## src/rtl/multicycle_control.sv

```systemverilog
`default_nettype none
// ============================================================================
// Module   : multicycle_control
// Brief    : Main control FSM for the multi-cycle RV32I core. Sequences each
//            instruction through fetch/decode/execute/memory/writeback,
//            drives datapath selects and strobes, and raises a sticky trap.
// Revision : 1.0 - initial release
// ============================================================================
module multicycle_control #(
    parameter int MEM_TIMEOUT = 255,
    parameter int CNT_W       = 8
) (
    input  logic       clk,
    input  logic       reset,
    input  logic [6:0] opcode,
    input  logic       branch_taken,
    input  logic       mem_ready,
    output logic [2:0] alu_op,
    output logic [1:0] alu_src_a,
    output logic [1:0] alu_src_b,
    output logic       pc_src,
    output logic [1:0] wb_sel,
    output logic       mem_read,
    output logic       mem_write,
    output logic       ir_write,
    output logic       pc_write,
    output logic       reg_write,
    output logic       instr_done,
    output logic       trap,
    output logic [1:0] trap_cause
);

    localparam logic [3:0] c_FETCH    = 4'd0;
    localparam logic [3:0] c_DECODE   = 4'd1;
    localparam logic [3:0] c_EXEC_R   = 4'd2;
    localparam logic [3:0] c_EXEC_I   = 4'd3;
    localparam logic [3:0] c_LUI      = 4'd4;
    localparam logic [3:0] c_AUIPC    = 4'd5;
    localparam logic [3:0] c_ALU_WB   = 4'd6;
    localparam logic [3:0] c_MEM_ADDR = 4'd7;
    localparam logic [3:0] c_MEM_RD   = 4'd8;
    localparam logic [3:0] c_LOAD_WB  = 4'd9;
    localparam logic [3:0] c_MEM_WR   = 4'd10;
    localparam logic [3:0] c_BRANCH   = 4'd11;
    localparam logic [3:0] c_JAL      = 4'd12;
    localparam logic [3:0] c_JALR     = 4'd13;
    localparam logic [3:0] c_TRAP     = 4'd14;

    localparam logic [6:0] c_OP_R      = 7'b0110011;
    localparam logic [6:0] c_OP_I      = 7'b0010011;
    localparam logic [6:0] c_OP_LOAD   = 7'b0000011;
    localparam logic [6:0] c_OP_STORE  = 7'b0100011;
    localparam logic [6:0] c_OP_BRANCH = 7'b1100011;
    localparam logic [6:0] c_OP_JAL    = 7'b1101111;
    localparam logic [6:0] c_OP_JALR   = 7'b1100111;
    localparam logic [6:0] c_OP_LUI    = 7'b0110111;
    localparam logic [6:0] c_OP_AUIPC  = 7'b0010111;

    localparam logic [CNT_W-1:0] c_TIMEOUT = CNT_W'(MEM_TIMEOUT);

    logic [3:0]       r_state;
    logic [3:0]       w_next;
    logic [CNT_W-1:0] r_cnt;
    logic [CNT_W-1:0] w_cnt_inc;
    logic [1:0]       r_cause;
    logic [1:0]       w_cause;
    logic             w_mem_state;
    logic             w_timeout;

    logic [2:0] w_alu_op;
    logic [1:0] w_src_a;
    logic [1:0] w_src_b;
    logic [1:0] w_wb_sel;
    logic       w_pc_src;
    logic       w_mem_read;
    logic       w_mem_write;
    logic       w_ir_write;
    logic       w_pc_write;
    logic       w_reg_write;
    logic       w_instr_done;

    assign w_mem_state = (r_state == c_FETCH) || (r_state == c_MEM_RD) ||
                         (r_state == c_MEM_WR);
    assign w_cnt_inc   = r_cnt + 1'b1;
    // Fires on the wait cycle whose increment would hit the limit; a ready
    // on that same cycle still completes the access.
    assign w_timeout   = (MEM_TIMEOUT != 0) && w_mem_state && !mem_ready &&
                         (w_cnt_inc == c_TIMEOUT);

    always_comb begin
        w_next       = r_state;
        w_cause      = r_cause;
        w_alu_op     = 3'b000;
        w_src_a      = 2'b00;
        w_src_b      = 2'b00;
        w_wb_sel     = 2'b00;
        w_pc_src     = 1'b0;
        w_mem_read   = 1'b0;
        w_mem_write  = 1'b0;
        w_ir_write   = 1'b0;
        w_pc_write   = 1'b0;
        w_reg_write  = 1'b0;
        w_instr_done = 1'b0;
        case (r_state)
            c_FETCH: begin
                w_mem_read = 1'b1;
                w_src_b    = 2'b01;
                if (mem_ready) begin
                    w_ir_write = 1'b1;
                    w_pc_write = 1'b1;
                    w_next     = c_DECODE;
                end else if (w_timeout) begin
                    w_next  = c_TRAP;
                    w_cause = 2'b10;
                end
            end
            c_DECODE: begin
                w_src_a = 2'b01;
                w_src_b = 2'b10;
                case (opcode)
                    c_OP_R:      w_next = c_EXEC_R;
                    c_OP_I:      w_next = c_EXEC_I;
                    c_OP_LOAD,
                    c_OP_STORE:  w_next = c_MEM_ADDR;
                    c_OP_BRANCH: w_next = c_BRANCH;
                    c_OP_JAL:    w_next = c_JAL;
                    c_OP_JALR:   w_next = c_JALR;
                    c_OP_LUI:    w_next = c_LUI;
                    c_OP_AUIPC:  w_next = c_AUIPC;
                    default: begin
                        w_next  = c_TRAP;
                        w_cause = 2'b01;
                    end
                endcase
            end
            c_EXEC_R: begin
                w_src_a  = 2'b10;
                w_alu_op = 3'b010;
                w_next   = c_ALU_WB;
            end
            c_EXEC_I: begin
                w_src_a  = 2'b10;
                w_src_b  = 2'b10;
                w_alu_op = 3'b011;
                w_next   = c_ALU_WB;
            end
            c_LUI: begin
                w_src_b  = 2'b10;
                w_alu_op = 3'b100;
                w_next   = c_ALU_WB;
            end
            c_AUIPC: begin
                w_src_a  = 2'b01;
                w_src_b  = 2'b10;
                w_alu_op = 3'b101;
                w_next   = c_ALU_WB;
            end
            c_ALU_WB: begin
                w_reg_write  = 1'b1;
                w_instr_done = 1'b1;
                w_next       = c_FETCH;
            end
            c_MEM_ADDR: begin
                w_src_a = 2'b10;
                w_src_b = 2'b10;
                w_next  = (opcode == c_OP_LOAD) ? c_MEM_RD : c_MEM_WR;
            end
            c_MEM_RD: begin
                w_mem_read = 1'b1;
                if (mem_ready) begin
                    w_next = c_LOAD_WB;
                end else if (w_timeout) begin
                    w_next  = c_TRAP;
                    w_cause = 2'b10;
                end
            end
            c_LOAD_WB: begin
                w_reg_write  = 1'b1;
                w_wb_sel     = 2'b01;
                w_instr_done = 1'b1;
                w_next       = c_FETCH;
            end
            c_MEM_WR: begin
                w_mem_write = 1'b1;
                if (mem_ready) begin
                    w_instr_done = 1'b1;
                    w_next       = c_FETCH;
                end else if (w_timeout) begin
                    w_next  = c_TRAP;
                    w_cause = 2'b10;
                end
            end
            c_BRANCH: begin
                w_src_a      = 2'b10;
                w_alu_op     = 3'b001;
                w_pc_src     = 1'b1;
                w_pc_write   = branch_taken;
                w_instr_done = 1'b1;
                w_next       = c_FETCH;
            end
            c_JAL: begin
                w_reg_write  = 1'b1;
                w_wb_sel     = 2'b10;
                w_pc_write   = 1'b1;
                w_pc_src     = 1'b1;
                w_instr_done = 1'b1;
                w_next       = c_FETCH;
            end
            c_JALR: begin
                w_src_a      = 2'b10;
                w_src_b      = 2'b10;
                w_pc_write   = 1'b1;
                w_reg_write  = 1'b1;
                w_wb_sel     = 2'b10;
                w_instr_done = 1'b1;
                w_next       = c_FETCH;
            end
            c_TRAP: begin
                w_next = c_TRAP;
            end
            default: begin
                w_next = c_FETCH;
            end
        endcase
    end

    always_ff @(posedge clk or posedge reset) begin
        if (reset) begin
            r_state <= c_FETCH;
            r_cnt   <= '0;
            r_cause <= 2'b00;
        end else begin
            r_state <= w_next;
            r_cause <= w_cause;
            // Counts only while parked in a memory state; any transition clears it.
            if (w_mem_state && !mem_ready && (w_next == r_state)) begin
                r_cnt <= w_cnt_inc;
            end else begin
                r_cnt <= '0;
            end
        end
    end

    assign alu_op     = w_alu_op;
    assign alu_src_a  = w_src_a;
    assign alu_src_b  = w_src_b;
    assign pc_src     = w_pc_src;
    assign wb_sel     = w_wb_sel;
    // Strobes are masked combinationally so nothing leaks while reset is high.
    assign mem_read   = w_mem_read   & ~reset;
    assign mem_write  = w_mem_write  & ~reset;
    assign ir_write   = w_ir_write   & ~reset;
    assign pc_write   = w_pc_write   & ~reset;
    assign reg_write  = w_reg_write  & ~reset;
    assign instr_done = w_instr_done & ~reset;
    assign trap       = (r_state == c_TRAP);
    assign trap_cause = r_cause;

endmodule
`default_nettype wire

```

## config.mk

```make
export PLATFORM = sky130hd
export DESIGN_NAME = multicycle_control
export DESIGN_NICKNAME = d
export VERILOG_FILES = /design/src/rtl/multicycle_control.sv
export SDC_FILE = /design/constraint.sdc
export NUM_CORES = 1
export LEC_CHECK = 0
export ABC_CLOCK_PERIOD_IN_PS = 1840
export CORE_UTILIZATION = 44
export CTS_CLUSTER_DIAMETER = 40
export DETAILED_ROUTE_END_ITERATION = 7
export GPL_TIMING_DRIVEN = 0
export PLACE_DENSITY = 0.72
export SLEW_MARGIN = 15
export SYNTH_ARGS = -nofsm -noshare
export SYNTH_HDL_FRONTEND = slang
export SYNTH_SLANG_ARGS = --single-unit
```

## constraint.sdc

```tcl
create_clock -name clk -period 1.84 [get_ports clk]
set_input_delay 0.368 -clock clk [delete_from_list [all_inputs] [get_ports clk]]
set_output_delay 0.368 -clock clk [all_outputs]
set_load 0.01 [all_outputs]
```

==> run summary, run 1 <==
pin count of the biggest net entering global routing = 15
HPWL Detailed = 2274 µm
final worst slack = -115.3 ps
Synth warnings = 0
Synth cell types = 55
Die ar. = 2972 µm²
Max VDD drop = 1.023 mV
r2r startpoint = r_cnt[0]
I/O pin total = 30
failing checks = setup timing
H-tree Lvls = 1
IO Port Bufs = 29
Final min period = 1955 ps
CP required = 1470 ps
Worst Path Class, Setup = flop to primary output
Synth Area per Inst = 8.731 µm²
Area Overhead vs Synth = 51.96%
WL final = 3442 µm
critical path's slowest cell = dfrtp_2
Worst Hold Slack = 248.9 ps
Max Clock Skew = 7.955 ps
Top FF cell, synth = dfrtp_1
vias after detailed routing = 1,266
sequential area share after synthesis = 0.2887
max_slew headroom = 0.6666
hold crit path type = primary input to async pin
Final Util = 0.7247
Pre-antenna DRT Iters = 4
crit-path cells = buf_6, nor4_4, and3_1, o21bai_1, buf_2
Initial DRC Count = 22
syn_nets = 152
WL/cell = 15.72 µm
number of global-route vias before repair = 1,180
LEAKAGE = 0.7838 nW
n_diodes = 0
Commonest cells post-synth = 14 x dfrtp_1, 14 x nor2_1, 9 x nand2_1, 7 x a211oi_1, 7 x inv_1
status = finished with violations
GP Congestion = 0.7798
Syn Inst Count = 139
CP Capture Type = primary output
Pwr Total = 2.277 mW
Final period util = 1.063
R2R cell count = 7
total track usage = 0.2513
first-pass GRT wire length = 5368 µm
ratio of cells with drive above 1 in the final layout = 0.4127
Yosys reg bits = 14
critical path's top delay family = simple AND/OR/NAND/NOR gates
CP max FO = 5
number of setup violations in the final report = 3
GRT Residual Overflow = 0
core box area = 2545 µm²
Post-synth EDFFs = 0
Max-cap violations = 0
Rows = 18
reg-to-reg critical path endpoint = trap_cause[0]
clk buf depth = 2
critical path arrival = 1590 ps
Die Ht = 54.52 µm
DRC = 0
Routed Antenna Nets = 0
pwr dens = 1235 nW/µm²
initial antenna violation count = 0
unrepaired setup endpoints after global routing = yes
reg2reg setup slack = -10 ps
NumNets Final = 203
Reg clk slew, reported paths = 90 ps
CP startpoint kind = flop
Initial Utilization = 0.4769
post-synth top area share = 0.2887
Synth async-reset ratio = 1.000
Bufs and invs on worst path = 2
area leader, netlist = dfrtp_1
clock sink count = 14
cts bufs inserted = 3
clk_lat worst skew = 280 ps
fmax = 511.4 MHz
vias per cell = 5.781
die width = 54.52 µm
Slew Limit Fails = 0
Fill cells = 188
CTS tree = done
root buffer cell = clkbuf_4
ranking of synthesized cells by area = dfrtp_1 29%, a211oi_1 4.3%, nor2_1 4.3%
Hold Vio Cnt, Final = 0
Worst Tran Pin Value = 498.8 ps
post-synthesis cell area = 1214 µm²
CP peak stage delay = 450 ps
timing repair:
item,in CTS,in global routing
gates cloned,1,0
pin swaps,2,5
buffers inserted,9,9
gates resized for setup,68,28
hold buffers,0,0
endpoints found under the setup margin,30,22
worst reg2reg max path, cell delays in order, from the launching register on:
cell and delay (ps):
dfrtp_1 440, buf_6 150, inv_2 40, ha_2 170
nand3b_1 80, or4_4 450, a2bb2o_4 260, o22a_1 160
layout make-up:
class / count / area (µm²) / share of cell area
timing repair buffer: 47 / 391.6 / 0.2123
multi-input combinational: 109 / 907.1 / 0.4919
inverter: 8 / 36.28 / 0.01967
tap: 30 / 37.54 / 0.02035
clock buffer: 4 / 36.28 / 0.01967
sequential: 14 / 354.1 / 0.1920
buffer: 7 / 81.33 / 0.04410
metrics by stage:
step | cells | cell area, µm² | setup TNS [ps] | worst slack, ps
finish | 219 | 1844 | -223.1 | -115.3
global route | 219 | 1844 | -867.6 | -192.6
CTS | 211 | 1712 | -196.7 | -121.3
detailed placement | 198 | 1548 | -6231 | -849.3
global placement | 198 | 1548 | -5814 | -827.0
floorplan | 139 | 1220 | 0 | 35.86
how the worst max path moves through the flow:
stage | from | endpoint | slack [ps] | depth (start not counted)
after detailed placement | reset | pc_write | -850 | 5
after global routing | r_state[2] | pc_write | -190 | 5
after global placement | reset | pc_write | -830 | 5
final | r_state[0] | pc_write | -120 | 5
after floorplan | r_cnt[0] | trap_cause[0] | 40 | 5
after CTS | reset | pc_write | -120 | 5
sequential cells by signal, summed over array words and instances (netlist names):
register,flops
r_cnt,8
r_state,4
trap_cause,2
layer usage:
metal | up-vias | global-route usage | share of wire
met1 | 608 | 0.3141 | 0.43
met5 | - | 0 | 0
li1 | 623 | - | -
met2 | 31 | 0.4736 | 0.54
met4 | 0 | 0.02564 | 0.0073
met3 | 4 | 0.02500 | 0.021
kinds of logic (layout without fill, tap and decap cells):
family	Yosys count	after routing	share of synthesized area
and+or+nand+nor	57	57	0.2711
AOI/OAI and AO/OA	38	38	0.2619
buffers and inverters	16	66	0.06391
DFF	14	14	0.2887
xor gates and xnor gates	6	6	0.04330
adders and majority gates	4	4	0.03711
muxes	4	4	0.03402
power breakdown:
group	total (mW)	internal [mW]	switching, mW
registers	0.479	0.387	0.0924
clock network	0.225	0.120	0.105
logic	1.57	0.815	0.758
placed cells by master, fill, tap and decap left out, types with 5 or more instances in the layout:
cell             count
clkdlybuf4s50_1     10
buf_2                5
clkbuf_2             5
buf_4               13
inv_1                5
buf_6                8
dfrtp_1             11
dlygate4sd2_1        7
o21ai_0              5
a211oi_1             6
nor2_1              13
nand2_1              7
(Power assumes the default switching activity.)
==> inputs of run 2 (changes only) <==
--- a/config.mk
+++ b/config.mk
@@ -6,8 +6,10 @@
 export NUM_CORES = 1
 export LEC_CHECK = 0
 export ABC_CLOCK_PERIOD_IN_PS = 1840
+export CORE_MARGIN = 2
 export CORE_UTILIZATION = 44
 export CTS_CLUSTER_DIAMETER = 40
+export CTS_CLUSTER_SIZE = 20
 export DETAILED_ROUTE_END_ITERATION = 7
 export GPL_TIMING_DRIVEN = 0
 export PLACE_DENSITY = 0.72
==> run 2 against run 1 <==
Effect of this change:
- combinational power is 6% higher
- flip-flop and latch count unchanged
- critical path type unchanged
- the flow still finishes with violations (setup timing)
- sequential share of layout area is 0.39 points lower
- count of clock-buffer cells in the layout stayed put
- via count up 4.2%
- clock power fell by 2%
- first-iteration DRC count grew 140%
- die area up 7.5%
- final cell count is 2.3% higher
- utilization down 2.1 points
==> run summary, run 2 (synthesis gave the netlist of run 1 again) <==
CTS tree = done
Initial Utilization = 0.4518
clk buf depth = 2
Reg clk slew, reported paths = 80 ps
Slew Limit Fails = 0
most used routing layer = met2
Multi-input gate area = 922.1 µm²
CP required = 1470 ps
Initial DRC Count = 53
Final min period = 1962 ps
Rows = 19
Max VDD drop = 0.8893 mV
IO Port Bufs = 29
ratio of cells with drive above 1 in the final layout = 0.4197
clock sink count = 14
GRT Residual Overflow = 0
Cells after DPL = 199
max reg flops = 8
vias per cell = 5.888
Worst Tran Pin Value = 536.4 ps
I/O pin total = 30
cts bufs inserted = 3
Fill cells = 210
CP startpoint kind = flop
Final period util = 1.066
leading cell type in the layout, fill and taps excluded = nor2_1
Die Ht = 56.52 µm
met3 Usage GRT = 0.03456
Die ar. = 3195 µm²
Hold Vio Cnt, Final = 0
DRC = 0
met1 Use GR = 0.2826
Worst Path Class, Setup = flop to primary output
hold crit path type = primary input to async pin
Pre-antenna DRT Iters = 4
reg2reg setup slack = 20 ps
max_slew headroom = 0.6416
unrepaired setup endpoints after global routing = yes
initial antenna violation count = 0
Layout Cells excl Fill = 224
root buffer cell = clkbuf_4
final worst slack = -122.3 ps
NumNets Final = 207
cell area after layout = 1889 µm²
Worst Hold Slack = 319.1 ps
most frequent cells in the layout = 14 x nor2_1, 13 x buf_4, 12 x buf_6
core box area = 2686 µm²
first-pass GRT wire length = 5651 µm
CP max FO = 3
critical path's slowest cell = dfrtp_1
Reg area = 355.3 µm²
pin count of the biggest net entering global routing = 12
pwr dens = 1246 nW/µm²
die width = 56.52 µm
fmax = 509.6 MHz
HPWL Detailed = 2135 µm
Area Overhead vs Synth = 55.67%
Final Util = 0.7033
LEAKAGE = 0.7873 nW
WL final = 3508 µm
Routed Antenna Nets = 0
total track usage = 0.2216
H-tree Lvls = 1
CP Capture Type = primary output
placed cell areas = 1549 µm²
number of global-route vias before repair = 1,271
GP Congestion = 0.8411
n_diodes = 0
critical path arrival = 1590 ps
clk_lat worst skew = 280 ps
Max-cap violations = 0
WL/cell = 15.66 µm
failing checks = setup timing
Top reg by flops = r_cnt
met2 Usage GRT = 0.3738
number of setup violations in the final report = 6
status = finished with violations
crit-path cells = buf_6, nor4_4, and3_1, o21bai_1, buf_2
CP peak stage delay = 410 ps
Max Clock Skew = 3.169 ps
vias after detailed routing = 1,319
[run 2: changes by cell type in the layout (fill, tap and decap cells not counted), moves of 2 or more]
cell             delta
a211oi_2            +2
dlygate4sd2_1       -4
clkbuf_2            -2
buf_2               +5
a211oi_1            -2
clkdlybuf4s15_1     +5
buf_6               +4
[run 2: routing by layer]
layer / part of all wire / wire length, µm
met3: 0.026 / 92
met4: 0.036 / 125
met1: 0.41 / 1450
met2: 0.52 / 1841
met5: 0 / 0
[run 2: power by group]
part	internal (mW)	switching, mW
combinational	0.870	0.801
sequential	0.389	0.0737
clock	0.120	0.101
[run 2: worst paths after layout]
| path | startpoint | to | cells after the start |
|---|---|---|---|
| max in group asynchronous | reset | r_state[2] | 3 |
| max | r_state[3] | pc_write | 5 |
| min | reset | r_cnt[2] | 3 |
| min reg2reg | trap_cause[0] | trap_cause[0] | 1 |
| min in group clk | trap_cause[0] | trap_cause[0] | 1 |
| max reg2reg | r_cnt[0] | trap_cause[0] | 5 |
[run 2: worst max-delay path: cells and delay by family (launching register included)]
kind | cells | cell delay (ps)
compound gates | 1 | 110
buf+inv | 2 | 290
flops | 1 | 410
simple gates | 2 | 510
[run 2: layout make-up]
class	instances	area share
Tap cell	31	0.02053
Multi-Input combinational cell	109	0.4881
Buffer	7	0.04172
Sequential cell	14	0.1881
Inverter	8	0.01788
Clock buffer	4	0.01921
Timing Repair Buffer	51	0.2245
[run 2: through the flow]
stage	TNS (ps)	setup WS (ps)	power (mW)
after floorplan	0	35.86	1.147
after global placement	-5571	-804.6	1.595
after detailed placement	-6223	-854.9	1.608
after CTS	-276.2	-104.5	2.070
after global routing	-730.6	-180.0	2.514
final	-213.0	-122.3	2.355
[run 2: what timing repair did]
item | CTS | global route
cloned | 0 | 1
hold buffers | 0 | 0
endpoints found under the setup margin | 30 | 25
pin swaps | 2 | 5
resized for setup | 68 | 40
buffers inserted | 12 | 9
==> inputs of run 3 (changes only) <==
--- a/config.mk
+++ b/config.mk
@@ -6,13 +6,15 @@
 export NUM_CORES = 1
 export LEC_CHECK = 0
 export ABC_CLOCK_PERIOD_IN_PS = 1840
+export CELL_PAD_IN_SITES_DETAIL_PLACEMENT = 1
+export CELL_PAD_IN_SITES_GLOBAL_PLACEMENT = 1
 export CORE_MARGIN = 2
-export CORE_UTILIZATION = 44
+export CORE_UTILIZATION = 33
 export CTS_CLUSTER_DIAMETER = 40
 export CTS_CLUSTER_SIZE = 20
 export DETAILED_ROUTE_END_ITERATION = 7
 export GPL_TIMING_DRIVEN = 0
-export PLACE_DENSITY = 0.72
+export PLACE_DENSITY = 0.73
 export SLEW_MARGIN = 15
 export SYNTH_ARGS = -nofsm -noshare
 export SYNTH_HDL_FRONTEND = slang
==> run 3 against run 2 <==
Effect of this change:
- register-to-register slack worse by 120 ps
- global-route usage is 0.059 points lower
- critical path type unchanged
- the run still ends with setup timing left
- total power is 2.1% higher
- fmax is 0.65% higher
- clock power is 39% higher
- highest routed layer unchanged
- largest cell class unchanged
==> run summary, run 3 (synthesis gave the netlist of run 1 again) <==
clk_lat worst skew = 250 ps
IO Port Bufs = 29
final worst slack = -109.6 ps
Comb pwr share = 0.670
CP required = 1470 ps
WL final = 4593 µm
total track usage = 0.2210
CP startpoint kind = flop
Final min period = 1950 ps
unrepaired setup endpoints after global routing = yes
ratio of cells with drive above 1 in the final layout = 0.3854
Multi-input gate area = 918.4 µm²
crit-path cells = buf_6, nor4_4, and3_1, o21bai_1, buf_2
r2r startpoint = r_state[0]
CP max FO = 4
LEAKAGE = 0.7967 nW
most frequent cells in the layout = 17 x buf_4, 13 x nor2_1, 10 x clkdlybuf4s50_1, 10 x dfrtp_1
critical path's top delay family = simple AND/OR/NAND/NOR gates
first-pass GRT wire length = 7044 µm
Pwr Total = 2.404 mW
initial antenna violation count = 0
Reg area = 355.3 µm²
Initial Utilization = 0.3366
Final period util = 1.060
Internal Pwr Total = 1.377 mW
pin count of the biggest net entering global routing = 11
number of global-route vias before repair = 1,424
Crit. path cell count = 5
WL/cell = 19.14 µm
vias after detailed routing = 1,324
die width = 64.65 µm
Pre-antenna DRT Iters = 4
NumNets Final = 206
Max-cap violations = 0
H-tree Lvls = 1
core box area = 3606 µm²
GRT Residual Overflow = 0
CP peak stage delay = 440 ps
Sw Share = 0.4270
Max VDD drop = 0.4432 mV
failing checks = setup timing
critical path arrival = 1580 ps
clk buf depth = 2
Fill cells = 414
Rows = 22
Sw Pwr = 1.026 mW
Die ar. = 4179 µm²
Bufs and invs on worst path = 2
clock sink count = 14
n_diodes = 0
critical path's slowest cell = dfrtp_2
max_slew headroom = 0.6672
Routed Antenna Nets = 0
max reg flops = 8
Initial DRC Count = 50
cts bufs inserted = 3
R2R cell count = 5
I/O pin total = 30
Slew Limit Fails = 0
CTS tree = done
Max Clock Skew = 5.107 ps
number of setup violations in the final report = 8
status = finished with violations
Die Ht = 64.65 µm
HPWL Detailed = 2668 µm
Worst setup startpoint = r_state[2]
fmax = 512.9 MHz
Top reg by flops = r_cnt
Reg clk slew, reported paths = 60 ps
CP Capture Type = primary output
leading cell type in the layout, fill and taps excluded = buf_4
Area Overhead vs Synth = 58.66%
pwr dens = 1248 nW/µm²
DRC = 0
TNS Setup = -483.3 ps
Reg power frac = 0.203
vias per cell = 5.517
GP Congestion = 0.8681
Worst Tran Pin Value = 492.8 ps
Hold Vio Cnt, Final = 0
hold crit path type = primary input to async pin
root buffer cell = clkbuf_8
clock network fraction of total power = 0.128
Worst Path Class, Setup = flop to primary output
## run 3: worst register-to-register path, delay by kind of cell (launching register included)
kind	cells	cell delay, ps
AOI/OAI and AO/OA	3	1090
buffers and inverters	2	270
DFF	1	450
## run 3: worst paths after layout
check,slack (ps),end
max,-110,pc_write
max in group asynchronous,1320,r_state[1]
max reg2reg,-100,trap_cause[0]
min reg2reg,520,r_cnt[0]
min in group clk,520,r_cnt[0]
min,350,r_state[3]
## run 3: layout make-up
| class | count | share of cell area |
|---|---|---|
| Clock buffer | 4 | 0.02859 |
| Buffer | 7 | 0.04224 |
| Multi-Input combinational cell | 109 | 0.4769 |
| Sequential cell | 14 | 0.1845 |
| Timing Repair Buffer | 50 | 0.2177 |
| Inverter | 8 | 0.01884 |
| Tap cell | 48 | 0.03119 |
## run 3: routing by layer
layer | part of all wire | vias up | GRT usage
met5 | 0 | - | 0
met4 | 0.029 | 0 | 0.06915
met3 | 0.025 | 13 | 0.03819
met2 | 0.55 | 31 | 0.4206
met1 | 0.40 | 661 | 0.2481
li1 | - | 619 | -
## run 3: through the flow
stage | hold WS (ps) | area (µm²) | util | cells | setup WS (ps)
2_1_floorplan | 270.7 | 1220 | - | 139 | 35.86
3_3_place_gp | 494.9 | 1570 | 0.4355 | 216 | -812.3
3_5_place_dp | 533.0 | 1570 | 0.4355 | 216 | -865.5
4_1_cts | 341.4 | 1836 | 0.5090 | 237 | -82.12
5_1_grt | 373.4 | 1926 | 0.5340 | 240 | -159.2
6_report | 349.5 | 1926 | 0.5340 | 240 | -109.6
## run 3: power groups by stage
stage | registers (mW) | logic [mW] | clock network, mW
after floorplan | 0.452 | 0.695 | 0
after global placement | 0.454 | 1.16 | 0
after detailed placement | 0.460 | 1.18 | 0
after CTS | 0.462 | 1.48 | 0.306
after global routing | 0.491 | 1.71 | 0.327
final | 0.487 | 1.61 | 0.307
## run 3: repair_timing
action,in CTS,in global routing
setup buffers,18,4
resized for setup,71,22
setup endpoints to repair,30,23
pin swaps,5,9
hold buffers,0,0
